[config.mk]
export PLATFORM = sky130hd
export DESIGN_NAME = video_pattern_gen_flat
export DESIGN_NICKNAME = d
export VERILOG_FILES = /design/src/rtl/video_pattern_gen_if.sv /design/src/rtl/video_pattern_gen.sv /design/src/flat_wrapper.sv
export SDC_FILE = /design/constraint.sdc
export NUM_CORES = 1
export LEC_CHECK = 0
export ABC_AREA = 1
export CAP_MARGIN = 10
export CORE_MARGIN = 2
export CORE_UTILIZATION = 55
export DETAILED_ROUTE_END_ITERATION = 8
export GPL_TIMING_DRIVEN = 0
export PLACE_DENSITY = 0.84
export SLEW_MARGIN = 0
export SYNTH_ARGS = -nofsm -noshare
export SYNTH_HDL_FRONTEND = slang
export SYNTH_SLANG_ARGS = --single-unit
[constraint.sdc]
create_clock -name clk -period 11.6 [get_ports clk]
set_input_delay 1.74 -clock clk [delete_from_list [all_inputs] [get_ports clk]]
set_output_delay 1.74 -clock clk [all_outputs]
set_load 0.02 [all_outputs]
[src/rtl/video_pattern_gen_if.sv]
// Bundle between the video pattern generator and its consumer: runtime
// configuration flows into the generator, timing strobes and pixels flow out.
interface video_pattern_gen_if #(
  parameter int CW  = 12,
  parameter int DW  = 8,
  parameter int FCW = 16
);
  logic [2:0]     mode;
  logic [DW-1:0]  single_r;
  logic [DW-1:0]  single_g;
  logic [DW-1:0]  single_b;
  logic [CW-1:0]  h_total;
  logic [CW-1:0]  h_sync;
  logic [CW-1:0]  h_bporch;
  logic [CW-1:0]  h_res;
  logic [CW-1:0]  v_total;
  logic [CW-1:0]  v_sync;
  logic [CW-1:0]  v_bporch;
  logic [CW-1:0]  v_res;
  logic           hs_pol;
  logic           vs_pol;

  logic           de;
  logic           hs;
  logic           vs;
  logic [DW-1:0]  data_r;
  logic [DW-1:0]  data_g;
  logic [DW-1:0]  data_b;
  logic           frame_start;
  logic           line_start;
  logic [FCW-1:0] frame_cnt;

  modport master (
    input  mode, single_r, single_g, single_b,
    input  h_total, h_sync, h_bporch, h_res,
    input  v_total, v_sync, v_bporch, v_res,
    input  hs_pol, vs_pol,
    output de, hs, vs, data_r, data_g, data_b,
    output frame_start, line_start, frame_cnt
  );

  modport slave (
    output mode, single_r, single_g, single_b,
    output h_total, h_sync, h_bporch, h_res,
    output v_total, v_sync, v_bporch, v_res,
    output hs_pol, vs_pol,
    input  de, hs, vs, data_r, data_g, data_b,
    input  frame_start, line_start, frame_cnt
  );
endinterface

[src/rtl/video_pattern_gen.sv]
// Video timing and test-pattern source. Configuration is shadowed and only
// taken over at the end of a frame; all outputs are registered one cycle
// behind the horizontal/vertical counters.
module video_pattern_gen #(
  parameter int CW  = 12,
  parameter int DW  = 8,
  parameter int FCW = 16,
  parameter int GS  = 5
) (
  input logic                 clk,
  input logic                 reset_n,
  video_pattern_gen_if.master vif
);

  localparam logic [CW-1:0] CW_ZERO = {CW{1'b0}};
  localparam logic [CW-1:0] CW_ONE  = {{(CW-1){1'b0}}, 1'b1};
  localparam logic [DW-1:0] BLACK   = {DW{1'b0}};
  localparam logic [DW-1:0] WHITE   = {DW{1'b1}};

  // Full-scale {R,G,B} on/off bits of each colour bar, left to right.
  function automatic logic [2:0] bar_rgb(input logic [2:0] idx);
    logic [2:0] rgb;
    case (idx)
      3'd0:    rgb = 3'b111;
      3'd1:    rgb = 3'b110;
      3'd2:    rgb = 3'b011;
      3'd3:    rgb = 3'b010;
      3'd4:    rgb = 3'b101;
      3'd5:    rgb = 3'b100;
      3'd6:    rgb = 3'b001;
      default: rgb = 3'b000;
    endcase
    return rgb;
  endfunction

  // Shadow copies of the configuration
  logic [2:0]     mode_r;
  logic [DW-1:0]  sr_r, sg_r, sb_r;
  logic [CW-1:0]  h_total_r, h_sync_r, h_bporch_r, h_res_r;
  logic [CW-1:0]  v_total_r, v_sync_r, v_bporch_r, v_res_r;
  logic           hs_pol_r, vs_pol_r;

  logic [CW-1:0]  h_cnt_r, v_cnt_r;
  logic [FCW-1:0] frame_cnt_r;
  logic [CW-1:0]  bar_pos_r;
  logic [2:0]     bar_idx_r;

  logic           de_r, hs_r, vs_r, fs_r, ls_r;
  logic [DW-1:0]  data_r_r, data_g_r, data_b_r;

  logic           h_wrap_s, v_last_s, eof_s;
  logic [CW:0]    h_start_s, v_start_s;
  logic [CW+1:0]  h_end_s, v_end_s;
  logic           h_in_s, de_h_s, de_v_s, hs_a_s, vs_a_s;
  logic [CW-1:0]  x_s;
  logic [GS:0]    y_s;
  logic [CW-1:0]  bar_w_s;
  logic [2:0]     rgb_s;
  logic [DW-1:0]  pix_r_s, pix_g_s, pix_b_s;

  // Configuration is taken over during reset and on the last cycle of a frame
  always_ff @(posedge clk) begin
    if (!reset_n || eof_s) begin
      mode_r     <= vif.mode;
      sr_r       <= vif.single_r;
      sg_r       <= vif.single_g;
      sb_r       <= vif.single_b;
      h_total_r  <= vif.h_total;
      h_sync_r   <= vif.h_sync;
      h_bporch_r <= vif.h_bporch;
      h_res_r    <= vif.h_res;
      v_total_r  <= vif.v_total;
      v_sync_r   <= vif.v_sync;
      v_bporch_r <= vif.v_bporch;
      v_res_r    <= vif.v_res;
      hs_pol_r   <= vif.hs_pol;
      vs_pol_r   <= vif.vs_pol;
    end
  end

  // Line and frame end detection from the shadowed totals
  always_comb begin
    h_wrap_s = (h_cnt_r == (h_total_r - CW_ONE));
    v_last_s = (v_cnt_r == (v_total_r - CW_ONE));
    eof_s    = h_wrap_s && v_last_s;
  end

  // Pixel/line counters and the completed-frame counter
  always_ff @(posedge clk) begin
    if (!reset_n) begin
      h_cnt_r     <= CW_ZERO;
      v_cnt_r     <= CW_ZERO;
      frame_cnt_r <= {FCW{1'b0}};
    end else begin
      if (h_wrap_s) begin
        h_cnt_r <= CW_ZERO;
        if (v_last_s) begin
          v_cnt_r <= CW_ZERO;
        end else begin
          v_cnt_r <= v_cnt_r + CW_ONE;
        end
      end else begin
        h_cnt_r <= h_cnt_r + CW_ONE;
      end
      if (eof_s) begin
        frame_cnt_r <= frame_cnt_r + {{(FCW-1){1'b0}}, 1'b1};
      end
    end
  end

  // Sync and active-window decode; window sums are widened so they never wrap
  always_comb begin
    h_start_s = {1'b0, h_sync_r} + {1'b0, h_bporch_r};
    v_start_s = {1'b0, v_sync_r} + {1'b0, v_bporch_r};
    h_end_s   = {2'b00, h_sync_r} + {2'b00, h_bporch_r} + {2'b00, h_res_r};
    v_end_s   = {2'b00, v_sync_r} + {2'b00, v_bporch_r} + {2'b00, v_res_r};
    h_in_s    = ({1'b0, h_cnt_r} >= h_start_s);
    de_h_s    = h_in_s && ({2'b00, h_cnt_r} < h_end_s);
    de_v_s    = ({1'b0, v_cnt_r} >= v_start_s) && ({2'b00, v_cnt_r} < v_end_s);
    x_s       = h_cnt_r - h_start_s[CW-1:0];
    y_s       = v_cnt_r[GS:0] - v_start_s[GS:0];
    hs_a_s    = (h_cnt_r < h_sync_r);
    vs_a_s    = (v_cnt_r < v_sync_r);
    if ((h_res_r >> 3'd3) == CW_ZERO) begin
      bar_w_s = CW_ONE;
    end else begin
      bar_w_s = h_res_r >> 3'd3;
    end
  end

  // Colour-bar position tracker: restarts before every active line, saturates at bar 7
  always_ff @(posedge clk) begin
    if (!reset_n) begin
      bar_pos_r <= CW_ZERO;
      bar_idx_r <= 3'd0;
    end else if (h_wrap_s || !h_in_s) begin
      bar_pos_r <= CW_ZERO;
      bar_idx_r <= 3'd0;
    end else if (bar_pos_r == (bar_w_s - CW_ONE)) begin
      bar_pos_r <= CW_ZERO;
      if (bar_idx_r != 3'd7) begin
        bar_idx_r <= bar_idx_r + 3'd1;
      end
    end else begin
      bar_pos_r <= bar_pos_r + CW_ONE;
    end
  end

  // Pattern selection; pixels are forced black outside the active window
  always_comb begin
    pix_r_s = BLACK;
    pix_g_s = BLACK;
    pix_b_s = BLACK;
    rgb_s   = bar_rgb(bar_idx_r);
    if (de_h_s && de_v_s) begin
      case (mode_r)
        3'd0: begin
          pix_r_s = {DW{rgb_s[2]}};
          pix_g_s = {DW{rgb_s[1]}};
          pix_b_s = {DW{rgb_s[0]}};
        end
        3'd1: begin
          if ((x_s[GS-1:0] == {GS{1'b0}}) || (y_s[GS-1:0] == {GS{1'b0}})) begin
            pix_r_s = WHITE;
            pix_g_s = WHITE;
            pix_b_s = WHITE;
          end else begin
            pix_r_s = BLACK;
            pix_g_s = BLACK;
            pix_b_s = BLACK;
          end
        end
        3'd2: begin
          pix_r_s = DW'(x_s);
          pix_g_s = DW'(x_s);
          pix_b_s = DW'(x_s);
        end
        3'd3: begin
          pix_r_s = sr_r;
          pix_g_s = sg_r;
          pix_b_s = sb_r;
        end
        3'd4: begin
          pix_r_s = DW'(x_s) + DW'(frame_cnt_r);
          pix_g_s = DW'(x_s) + DW'(frame_cnt_r);
          pix_b_s = DW'(x_s) + DW'(frame_cnt_r);
        end
        3'd5: begin
          if (x_s[GS] ^ y_s[GS]) begin
            pix_r_s = WHITE;
            pix_g_s = WHITE;
            pix_b_s = WHITE;
          end else begin
            pix_r_s = BLACK;
            pix_g_s = BLACK;
            pix_b_s = BLACK;
          end
        end
        default: begin
          pix_r_s = BLACK;
          pix_g_s = BLACK;
          pix_b_s = BLACK;
        end
      endcase
    end else begin
      pix_r_s = BLACK;
      pix_g_s = BLACK;
      pix_b_s = BLACK;
    end
  end

  // Output register stage: everything lags the counters by one cycle
  always_ff @(posedge clk) begin
    if (!reset_n) begin
      de_r     <= 1'b0;
      hs_r     <= 1'b0;
      vs_r     <= 1'b0;
      fs_r     <= 1'b0;
      ls_r     <= 1'b0;
      data_r_r <= BLACK;
      data_g_r <= BLACK;
      data_b_r <= BLACK;
    end else begin
      de_r     <= de_h_s && de_v_s;
      hs_r     <= ~(hs_a_s ^ hs_pol_r);
      vs_r     <= ~(vs_a_s ^ vs_pol_r);
      ls_r     <= (h_cnt_r == CW_ZERO);
      fs_r     <= (h_cnt_r == CW_ZERO) && (v_cnt_r == CW_ZERO);
      data_r_r <= pix_r_s;
      data_g_r <= pix_g_s;
      data_b_r <= pix_b_s;
    end
  end

  assign vif.de          = de_r;
  assign vif.hs          = hs_r;
  assign vif.vs          = vs_r;
  assign vif.frame_start = fs_r;
  assign vif.line_start  = ls_r;
  assign vif.data_r      = data_r_r;
  assign vif.data_g      = data_g_r;
  assign vif.data_b      = data_b_r;
  assign vif.frame_cnt   = frame_cnt_r;

endmodule

[src/flat_wrapper.sv]
// flat-port wrapper written by rule: the top's interface ports become plain ports
module video_pattern_gen_flat 
#(
  parameter int CW  = 12,
  parameter int DW  = 8,
  parameter int FCW = 16,
  parameter int GS  = 5
)
  (clk, reset_n, vif_mode, vif_single_r, vif_single_g, vif_single_b, vif_h_total, vif_h_sync, vif_h_bporch, vif_h_res, vif_v_total, vif_v_sync, vif_v_bporch, vif_v_res, vif_hs_pol, vif_vs_pol, vif_de, vif_hs, vif_vs, vif_data_r, vif_data_g, vif_data_b, vif_frame_start, vif_line_start, vif_frame_cnt);
  video_pattern_gen_if #(.CW(CW), .DW(DW), .FCW(FCW)) vif_i ();
  input logic clk;
  input logic reset_n;
  input wire logic [$bits(vif_i.mode)-1:0] vif_mode;
  input wire logic [$bits(vif_i.single_r)-1:0] vif_single_r;
  input wire logic [$bits(vif_i.single_g)-1:0] vif_single_g;
  input wire logic [$bits(vif_i.single_b)-1:0] vif_single_b;
  input wire logic [$bits(vif_i.h_total)-1:0] vif_h_total;
  input wire logic [$bits(vif_i.h_sync)-1:0] vif_h_sync;
  input wire logic [$bits(vif_i.h_bporch)-1:0] vif_h_bporch;
  input wire logic [$bits(vif_i.h_res)-1:0] vif_h_res;
  input wire logic [$bits(vif_i.v_total)-1:0] vif_v_total;
  input wire logic [$bits(vif_i.v_sync)-1:0] vif_v_sync;
  input wire logic [$bits(vif_i.v_bporch)-1:0] vif_v_bporch;
  input wire logic [$bits(vif_i.v_res)-1:0] vif_v_res;
  input wire logic [$bits(vif_i.hs_pol)-1:0] vif_hs_pol;
  input wire logic [$bits(vif_i.vs_pol)-1:0] vif_vs_pol;
  output wire logic [$bits(vif_i.de)-1:0] vif_de;
  output wire logic [$bits(vif_i.hs)-1:0] vif_hs;
  output wire logic [$bits(vif_i.vs)-1:0] vif_vs;
  output wire logic [$bits(vif_i.data_r)-1:0] vif_data_r;
  output wire logic [$bits(vif_i.data_g)-1:0] vif_data_g;
  output wire logic [$bits(vif_i.data_b)-1:0] vif_data_b;
  output wire logic [$bits(vif_i.frame_start)-1:0] vif_frame_start;
  output wire logic [$bits(vif_i.line_start)-1:0] vif_line_start;
  output wire logic [$bits(vif_i.frame_cnt)-1:0] vif_frame_cnt;
  assign vif_i.mode = vif_mode;
  assign vif_i.single_r = vif_single_r;
  assign vif_i.single_g = vif_single_g;
  assign vif_i.single_b = vif_single_b;
  assign vif_i.h_total = vif_h_total;
  assign vif_i.h_sync = vif_h_sync;
  assign vif_i.h_bporch = vif_h_bporch;
  assign vif_i.h_res = vif_h_res;
  assign vif_i.v_total = vif_v_total;
  assign vif_i.v_sync = vif_v_sync;
  assign vif_i.v_bporch = vif_v_bporch;
  assign vif_i.v_res = vif_v_res;
  assign vif_i.hs_pol = vif_hs_pol;
  assign vif_i.vs_pol = vif_vs_pol;
  assign vif_de = vif_i.de;
  assign vif_hs = vif_i.hs;
  assign vif_vs = vif_i.vs;
  assign vif_data_r = vif_i.data_r;
  assign vif_data_g = vif_i.data_g;
  assign vif_data_b = vif_i.data_b;
  assign vif_frame_start = vif_i.frame_start;
  assign vif_line_start = vif_i.line_start;
  assign vif_frame_cnt = vif_i.frame_cnt;
  video_pattern_gen #(.CW(CW), .DW(DW), .FCW(FCW), .GS(GS)) u_core (.clk(clk), .reset_n(reset_n), .vif(vif_i));
endmodule
==> impl_metrics.py <==
metrics = {
    "clock_network": {
        "h-tree-depth": 1,
        "clock_insertion_delay_worst_skew_ps": 540,
        "post-cts-setup-buffers": 0,
        "cts-root-buf": "sky130_fd_sc_hd__clkbuf_16",
        "clk_pin_slew_ps": 60,
        "clock_sink_count": 209,
        "max-clock-path-buffers": 3,
        "cts_hold_repair.buffers": 0,
        "clock_buffer_count_from_cts": 24,
        "post_cts_resized": 0,
        "tritoncts": "done",
    },
    "routing": {
        "initialDrtViolationCount": 868,
        "detail_route.wirelength_mm": 33.5,
        "detail_route.drc_violations": 0,
        "number_of_iterations_in_the_first_detailed_routing_pass": 5,
        "via_count": 11851,
        "ant_nets": 0,
        "routed_wl_per_cell_um": 15.3,
        "via_per_inst": 5.40,
    },
    "hold_path": {
        "min-delay-path-class": "reg2reg",
    },
    "placement": {
        "placement.io_buffers": 171,
        "dp_hpwl_mm": 25.8,
        "gpl.final_weighted_congestion": 0.925,
    },
    "finish": {
        "n_fill_cell": 1951,
        "antenna-diode-count": 0,
        "finalCoreUtilization_pct": 68.3,
        "drive_gt1_share_pct": 4.22,
        "finalNetCount": 2128,
        "sequential_cell_area_mm2": 0.00544,
        "areaGrowthSynthToFinish_pct": 22.0,
        "multi_input_comb_area_mm2": 0.00729,
    },
    "grt": {
        "grt-ovfl-total": 0,
        "antenna_found_initial": 0,
        "pin_count_of_the_biggest_net_entering_global_routing": 47,
        "grt_util_all_layers_pct": 25.8,
        "grt_pass1_vias": 11909,
        "grt_pass1_wl_mm": 55.4,
    },
    "yosys": {
        "syn-mean-instance-area_um2": 8.27,
        "synth.lib_cells_used.distinct": 46,
        "mappedNetlistNets": 1929,
        "synthDominantCellAreaShare_pct": 27.5,
        "ys.warnings.count": 0,
        "syn-cell-area_mm2": 0.0137,
        "synth_top_flop_cell": "sky130_fd_sc_hd__edfxtp_1",
        "synth_async_sr_flop_share_pct": 0,
        "synth_seq_area_share_pct": 39.8,
        "synth_largest_area_cell": "sky130_fd_sc_hd__edfxtp_1",
        "ys_top_cells_by_area": "sky130_fd_sc_hd__edfxtp_1 27%, sky130_fd_sc_hd__ha_1 13%, sky130_fd_sc_hd__dfxtp_1 12%",
        "synth_enable_flop_cells": 125,
        "synthCells": 1653,
        "synth_seq_cells": 209,
    },
    "sta": {
        "timing.final.max_slew_violations": 0,
        "period_share_pct": 42.3,
        "final_hold_viol_count": 0,
        "timing.setup.tns_ps": 0,
        "final_setup_violations": 0,
        "fmax_ghz": 0.204,
        "rsz_0062_raised_after_global_routing": "no",
        "final.min_clock_period_ps": 4910,
        "max_slew.worst_pin.slew_ps": 705,
        "worst_clock_skew_ps": 26.2,
        "max-slew-margin-rel_pct": 52.6,
    },
    "power_and_ir_drop": {
        "static-leakage-power_nw": 7.35,
        "total_power_density_per_cell_area_mw_per_mm2": 127,
        "vdd.ir_drop.worst_v": 0.000116,
        "total_power_mw": 2.11,
    },
    "worst_setup_path": {
        "timing.rr.start": "u_core.v_sync_r[0]$_DFFE_PP_",
        "critical_path.startpoint": "u_core.v_sync_r[0]$_DFFE_PP_",
        "worst_setup_path_endpoint": "u_core.vif.data_b[2]$_SDFF_PN0_",
        "timing.critical_path.to_type": "register",
        "reg2reg_slack_ps": 6690,
        "startpoint_type": "register",
        "cp_data_required_time_ps": 12040,
        "crit-reg2reg-capture": "u_core.vif.data_b[2]$_SDFF_PN0_",
        "timing.setup.critical_path_class": "reg2reg",
        "worst-path-max-fanout": 10,
        "cp_data_arrival_time_ps": 5360,
        "reg2regPathDepth": 26,
    },
    "run": {
        "max_cap_viol": 0,
    },
    "die": {
        "die_x_um": 162,
        "placement_rows": 57,
        "top_level_ports": 172,
        "floorplan.die_area_mm2": 0.0261,
        "start_util_pct": 56.0,
        "core_region_area_mm2": 0.0244,
        "die_height_um": 162,
    },
    "run_status": {
        "run_status": "finished clean",
    },
}
==> power by group <==
| part | internal [mW] | switching, mW |
|---|---|---|
| combinational | 0.204 | 0.285 |
| sequential | 0.817 | 0.0185 |
| clock | 0.482 | 0.308 |
| total | 1.50 | 0.612 |
==> registers in the layout, summed over array words and instances, names as in the netlist, 12 cells and up <==
register	flops
u_core.v_cnt_r	12
u_core.v_total_r	12
u_core.h_cnt_r	12
u_core.vif.frame_cnt	16
u_core.h_res_r	12
u_core.h_bporch_r	12
u_core.bar_pos_r	12
u_core.v_res_r	12
u_core.h_total_r	12
u_core.v_sync_r	12
u_core.h_sync_r	12
u_core.v_bporch_r	12
==> stage by stage <==
stage | hold WS, ps | area [µm²] | setup WS [ps] | cells
after floorplan | 418 | 13700 | 6730 | 1653
after global placement | 427 | 15800 | 4730 | 2148
after detailed placement | 441 | 15800 | 6860 | 2150
after CTS | 452 | 16700 | 6800 | 2194
after global routing | 473 | 16700 | 6390 | 2194
final | 457 | 16700 | 6690 | 2194
==> worst max-delay path, stage by stage, from the launching register on <==
cell and delay (ps):
sky130_fd_sc_hd__edfxtp_1 360, sky130_fd_sc_hd__ha_1 190, sky130_fd_sc_hd__inv_1 70, sky130_fd_sc_hd__fa_1 420
sky130_fd_sc_hd__o21ai_0 450, sky130_fd_sc_hd__nand3_1 150, sky130_fd_sc_hd__nand2_1 130, sky130_fd_sc_hd__nand3_1 70
sky130_fd_sc_hd__nand2_1 100, sky130_fd_sc_hd__xor2_1 330, sky130_fd_sc_hd__ha_1 230, sky130_fd_sc_hd__nand2_1 60
sky130_fd_sc_hd__nor3_1 200, sky130_fd_sc_hd__nand3_1 140, sky130_fd_sc_hd__nand4_1 160, sky130_fd_sc_hd__xnor2_1 140
sky130_fd_sc_hd__ha_1 260, sky130_fd_sc_hd__inv_1 80, sky130_fd_sc_hd__nor3_1 50, sky130_fd_sc_hd__a211oi_1 160
sky130_fd_sc_hd__nand2_1 90, sky130_fd_sc_hd__nand3_1 60, sky130_fd_sc_hd__nand2_1 50, sky130_fd_sc_hd__nand2_1 100
sky130_fd_sc_hd__nand3_1 310, sky130_fd_sc_hd__buf_2 310, sky130_fd_sc_hd__nor2_1 150
==> how the worst min path moves through the flow <==
stage	startpoint	to	depth (start not counted)	slack, ps
6_report	u_core.hs_pol_r$_DFFE_PP_	u_core.vif.hs$_SDFF_PN0_	1	460
5_1_grt	u_core.vs_pol_r$_DFFE_PP_	u_core.vif.vs$_SDFF_PN0_	1	470
4_1_cts	u_core.hs_pol_r$_DFFE_PP_	u_core.vif.hs$_SDFF_PN0_	1	450
3_5_place_dp	u_core.hs_pol_r$_DFFE_PP_	u_core.vif.hs$_SDFF_PN0_	1	440
3_3_place_gp	u_core.hs_pol_r$_DFFE_PP_	u_core.vif.hs$_SDFF_PN0_	1	430
2_1_floorplan	u_core.hs_pol_r$_DFFE_PP_	u_core.vif.hs$_SDFF_PN0_	1	420
==> cell type report <==
cell class,count,share of cell area (%)
multi-input combinational,1205,43.7
sequential,209,32.6
timing repair buffer,173,10.5
inverter,218,4.91
clock buffer,36,4.37
tap,324,2.43
buffer,21,0.803
clock inverter,8,0.675
==> layout by cell type, fill, tap and decap left out, types with 12 or more instances in the layout <==
master                            instances
sky130_fd_sc_hd__a21oi_1                120
sky130_fd_sc_hd__clkbuf_1                12
sky130_fd_sc_hd__clkbuf_16               26
sky130_fd_sc_hd__clkdlybuf4s50_1        171
sky130_fd_sc_hd__dfxtp_1                 84
sky130_fd_sc_hd__edfxtp_1               125
sky130_fd_sc_hd__ha_1                   142
sky130_fd_sc_hd__inv_1                  214
sky130_fd_sc_hd__nand2_1                332
sky130_fd_sc_hd__nand3_1                113
sky130_fd_sc_hd__nand3b_1                17
sky130_fd_sc_hd__nand4_1                 37
sky130_fd_sc_hd__nor2_1                 174
sky130_fd_sc_hd__nor3_1                  34
sky130_fd_sc_hd__o21ai_0                 31
sky130_fd_sc_hd__xnor2_1                 31
sky130_fd_sc_hd__xor2_1                  86
==> cells in the mapped netlist, drive strengths merged (3+ instances only) <==
master / instances
xnor2: 31
nor4: 7
a21boi: 5
o211ai: 7
fa: 7
nor2: 186
a21o: 9
inv: 218
o21ai: 35
nor3b: 3
or2: 3
o21bai: 5
clkbuf: 9
nand2: 335
nor3: 34
ha: 142
xor2: 86
nand4: 37
edfxtp: 125
nand3: 115
a21oi: 120
dfxtp: 84
nand3b: 17
a31oi: 7
buf: 12
==> cells by family after synthesis <==
family	after synthesis	share of synthesized area (%)
and+or+nand+nor	740	23.6
AOI/OAI and AO/OA	198	7.99
DFF	209	39.8
xor gates and xnor gates	118	7.66
adders and majority gates	149	14.0
buffers and inverters	239	6.97
==> routing by layer <==
layer / vias to the layer above / wire length, µm / GRT usage (%)
met5: - / 0 / 0
met3: 68 / 2080 / 3.65
met1: 5456 / 14100 / 32.5
met2: 408 / 16300 / 45.8
li1: 5919 / - / -
met4: 0 / 900 / 8.17
(Power assumes the default switching activity.)
==> variant, RTL diff (same flow settings) <==
`DW` is set to 8 in 3 places; all go to 6.
--- a/src/rtl/video_pattern_gen_if.sv
+++ b/src/rtl/video_pattern_gen_if.sv
@@ -2,7 +2,7 @@
 // configuration flows into the generator, timing strobes and pixels flow out.
 interface video_pattern_gen_if #(
   parameter int CW  = 12,
-  parameter int DW  = 8,
+  parameter int DW  = 6,
   parameter int FCW = 16
 );
   logic [2:0]     mode;
--- a/src/rtl/video_pattern_gen.sv
+++ b/src/rtl/video_pattern_gen.sv
@@ -3,7 +3,7 @@
 // behind the horizontal/vertical counters.
 module video_pattern_gen #(
   parameter int CW  = 12,
-  parameter int DW  = 8,
+  parameter int DW  = 6,
   parameter int FCW = 16,
   parameter int GS  = 5
 ) (
--- a/src/flat_wrapper.sv
+++ b/src/flat_wrapper.sv
@@ -2,7 +2,7 @@
 module video_pattern_gen_flat 
 #(
   parameter int CW  = 12,
-  parameter int DW  = 8,
+  parameter int DW  = 6,
   parameter int FCW = 16,
   parameter int GS  = 5
 )
Interface: changed (6 resized); port bits go from 172 to 160. The function was not compared with the original's and may differ.
==> variant against the original RTL <==
Sequential power fell by 5.7%. Clock power fell by 24%. Power fell by 12%. Area after synthesis fell by 4.2%. Critical path depth did not move. Clock skew fell by 0.011 ns. Design area fell by 5.8%. Setup slack improved by 0.093 ns. Routed wire length fell by 6.0%. Sequential cell count fell by 12. First-iteration DRC count fell by 11%. Sequential share of layout area rose by 0.10 points.
==> variant: results (changes against the original RTL) <==
* # port buffers at 158 (-7.6%)
* Routability cong. at 0.938 (+1.4%)
* Crit Path Max Fanout at 10 (unchanged)
* Initial antenna violation count at 1 (+1)
* H-tree depth at 4 (+3)
* DP HPWL at 24400 um (-5.6%)
* Final nets at 2038 (-4.2%)
* Status: completed
* R2R cell count at 26 (unchanged)
* Clk pin slew, worst setup/hold paths at 0.08 ns (+0.02 ns)
* Pre-CTS setup slack at 6.87 ns (+0.00947 ns)
* Synth warnings at 0 (unchanged)
* Root Driver: clkbuf_16
* Post-CTS setup buffers at 0 (unchanged)
* Seq/Total Area, Yosys at 39.2% (-0.57 points)
* Layout filler cell count at 1907 (-2.3%)
* Gr usage total at 25.7% (-0.14 points)
* Post-synth cell types at 51 (+11%)
* Max reg flops at 16 (unchanged)
* # resized after CTS at 0 (unchanged)
* CP Data Arrival Time at 5.18 ns (-0.18 ns)
* Initial drt markers at 771 (-11%)
* TritonCTS Buffers at 17 (-29%)
* Top post-synthesis cells by area: edfxtp_1 27%, ha_1 13%, dfxtp_1 12%, nand2_1 9.5%, inv_1 6.1%
* Global-route wire length before repair at 50900 um (-8.1%)
* Clk Latency, worst-skew pair at 0.44 ns (-0.10 ns)
* Average wire per standard cell at 15.0 um (-1.9%)
* Largest net degree at the start of global routing at 65 (+38%)
* Most used DFF post-synth: edfxtp_1
* EDFF count, synth at 119 (-4.8%)
* Synthesized Nets at 1860 (-3.6%)
* Clock Tree Buf Depth at 2 (-1)
* Diode count at 0 (unchanged)
* Lkg Pwr at 6.96 nW (-5.3%)
* Share of cells above drive strength 1 at 3.93% (-0.30 points)
* DRT Pass-1 Iters at 6 (+1)
* Min-delay worst type: flip-flop to flip-flop
* FFs w/ async S/R, synth at 0% (unchanged)
* Relative slew slack at 39.4% (-13 points)
* Max rail drop VDD at 0.0947 mV (-19%)
* Vias post-DR at 11300 (-4.3%)
* Hold depth at 1 (unchanged)
* Clock skew at 0.0155 ns (-0.0107 ns)
* Post-synth top cells: 330 x nand2_1, 214 x inv_1, 149 x nor2_1
variant: worst max-delay path, cell delays in order (launching register included):
cell	delay, ns
edfxtp_1	0.36
ha_1	0.19
inv_1	0.06
fa_1	0.41
o21ai_0	0.42
nand3_1	0.18
nand2_1	0.14
nand3_1	0.07
nand2_1	0.10
xor2_1	0.32
ha_1	0.32
nand2_1	0.11
inv_1	0.05
a21oi_1	0.14
nand3_1	0.15
xor2_1	0.18
ha_1	0.29
inv_1	0.08
nor3_1	0.05
o21ai_0	0.07
nand3_1	0.10
nand2_1	0.07
nand2_1	0.05
nand2_1	0.10
nand4_2	0.31
buf_2	0.30
nor2_1	0.12
variant: cell type report:
class                   count  area share (%)
flip-flops and latches    197            32.7
clock buffers              18            2.73
plain buffers              16           0.646
multi-input cells        1162            44.9
repair buffers            159            10.2
inverters                 217            5.19
clock inverters            14            1.00
well taps                 319            2.54
variant: power breakdown:
group,switching (mW),internal (mW)
Clock,0.265,0.337
Sequential,0.0173,0.770
Combinational,0.276,0.196
variant: cell families after synthesis:
kind of cell               share of synthesized area, %
AOI/OAI and AO/OA                                  7.79
xor gates and xnor gates                           7.49
adders and majority gates                          14.4
buffers and inverters                              6.99
DFF                                                39.2
and+or+nand+nor                                    24.1
variant: path summary, 6_finish.rpt:
check                          start              endpoint  slack (ns)
setup / recovery  u_core.v_sync_r[0]  u_core.vif.data_b[0]        6.78
hold / removal       u_core.hs_pol_r         u_core.vif.hs        0.47
setup reg to reg  u_core.v_sync_r[0]  u_core.vif.data_b[0]        6.78
hold reg to reg      u_core.hs_pol_r         u_core.vif.hs        0.47
variant: layer usage:
layer / vias up / track usage [%] / wire, um
met5: - / 0 / 12
met4: 2 / 8.62 / 692
met3: 56 / 3.81 / 2080
met2: 386 / 43.4 / 14700
met1: 5235 / 33.9 / 14000
li1: 5659 / - / -
variant: through the flow:
stage	utilization, %	power (mW)	hold WS [ns]	area, um2	cells
3_5_place_dp	64.6	1.27	0.466	15100	2070
5_1_grt	67.1	1.96	0.531	15700	2102
4_1_cts	67.1	1.87	0.476	15700	2102
3_3_place_gp	64.4	1.25	0.426	15100	2069
6_report	67.1	1.86	0.473	15700	2102
2_1_floorplan	-	1.13	0.419	13100	1592
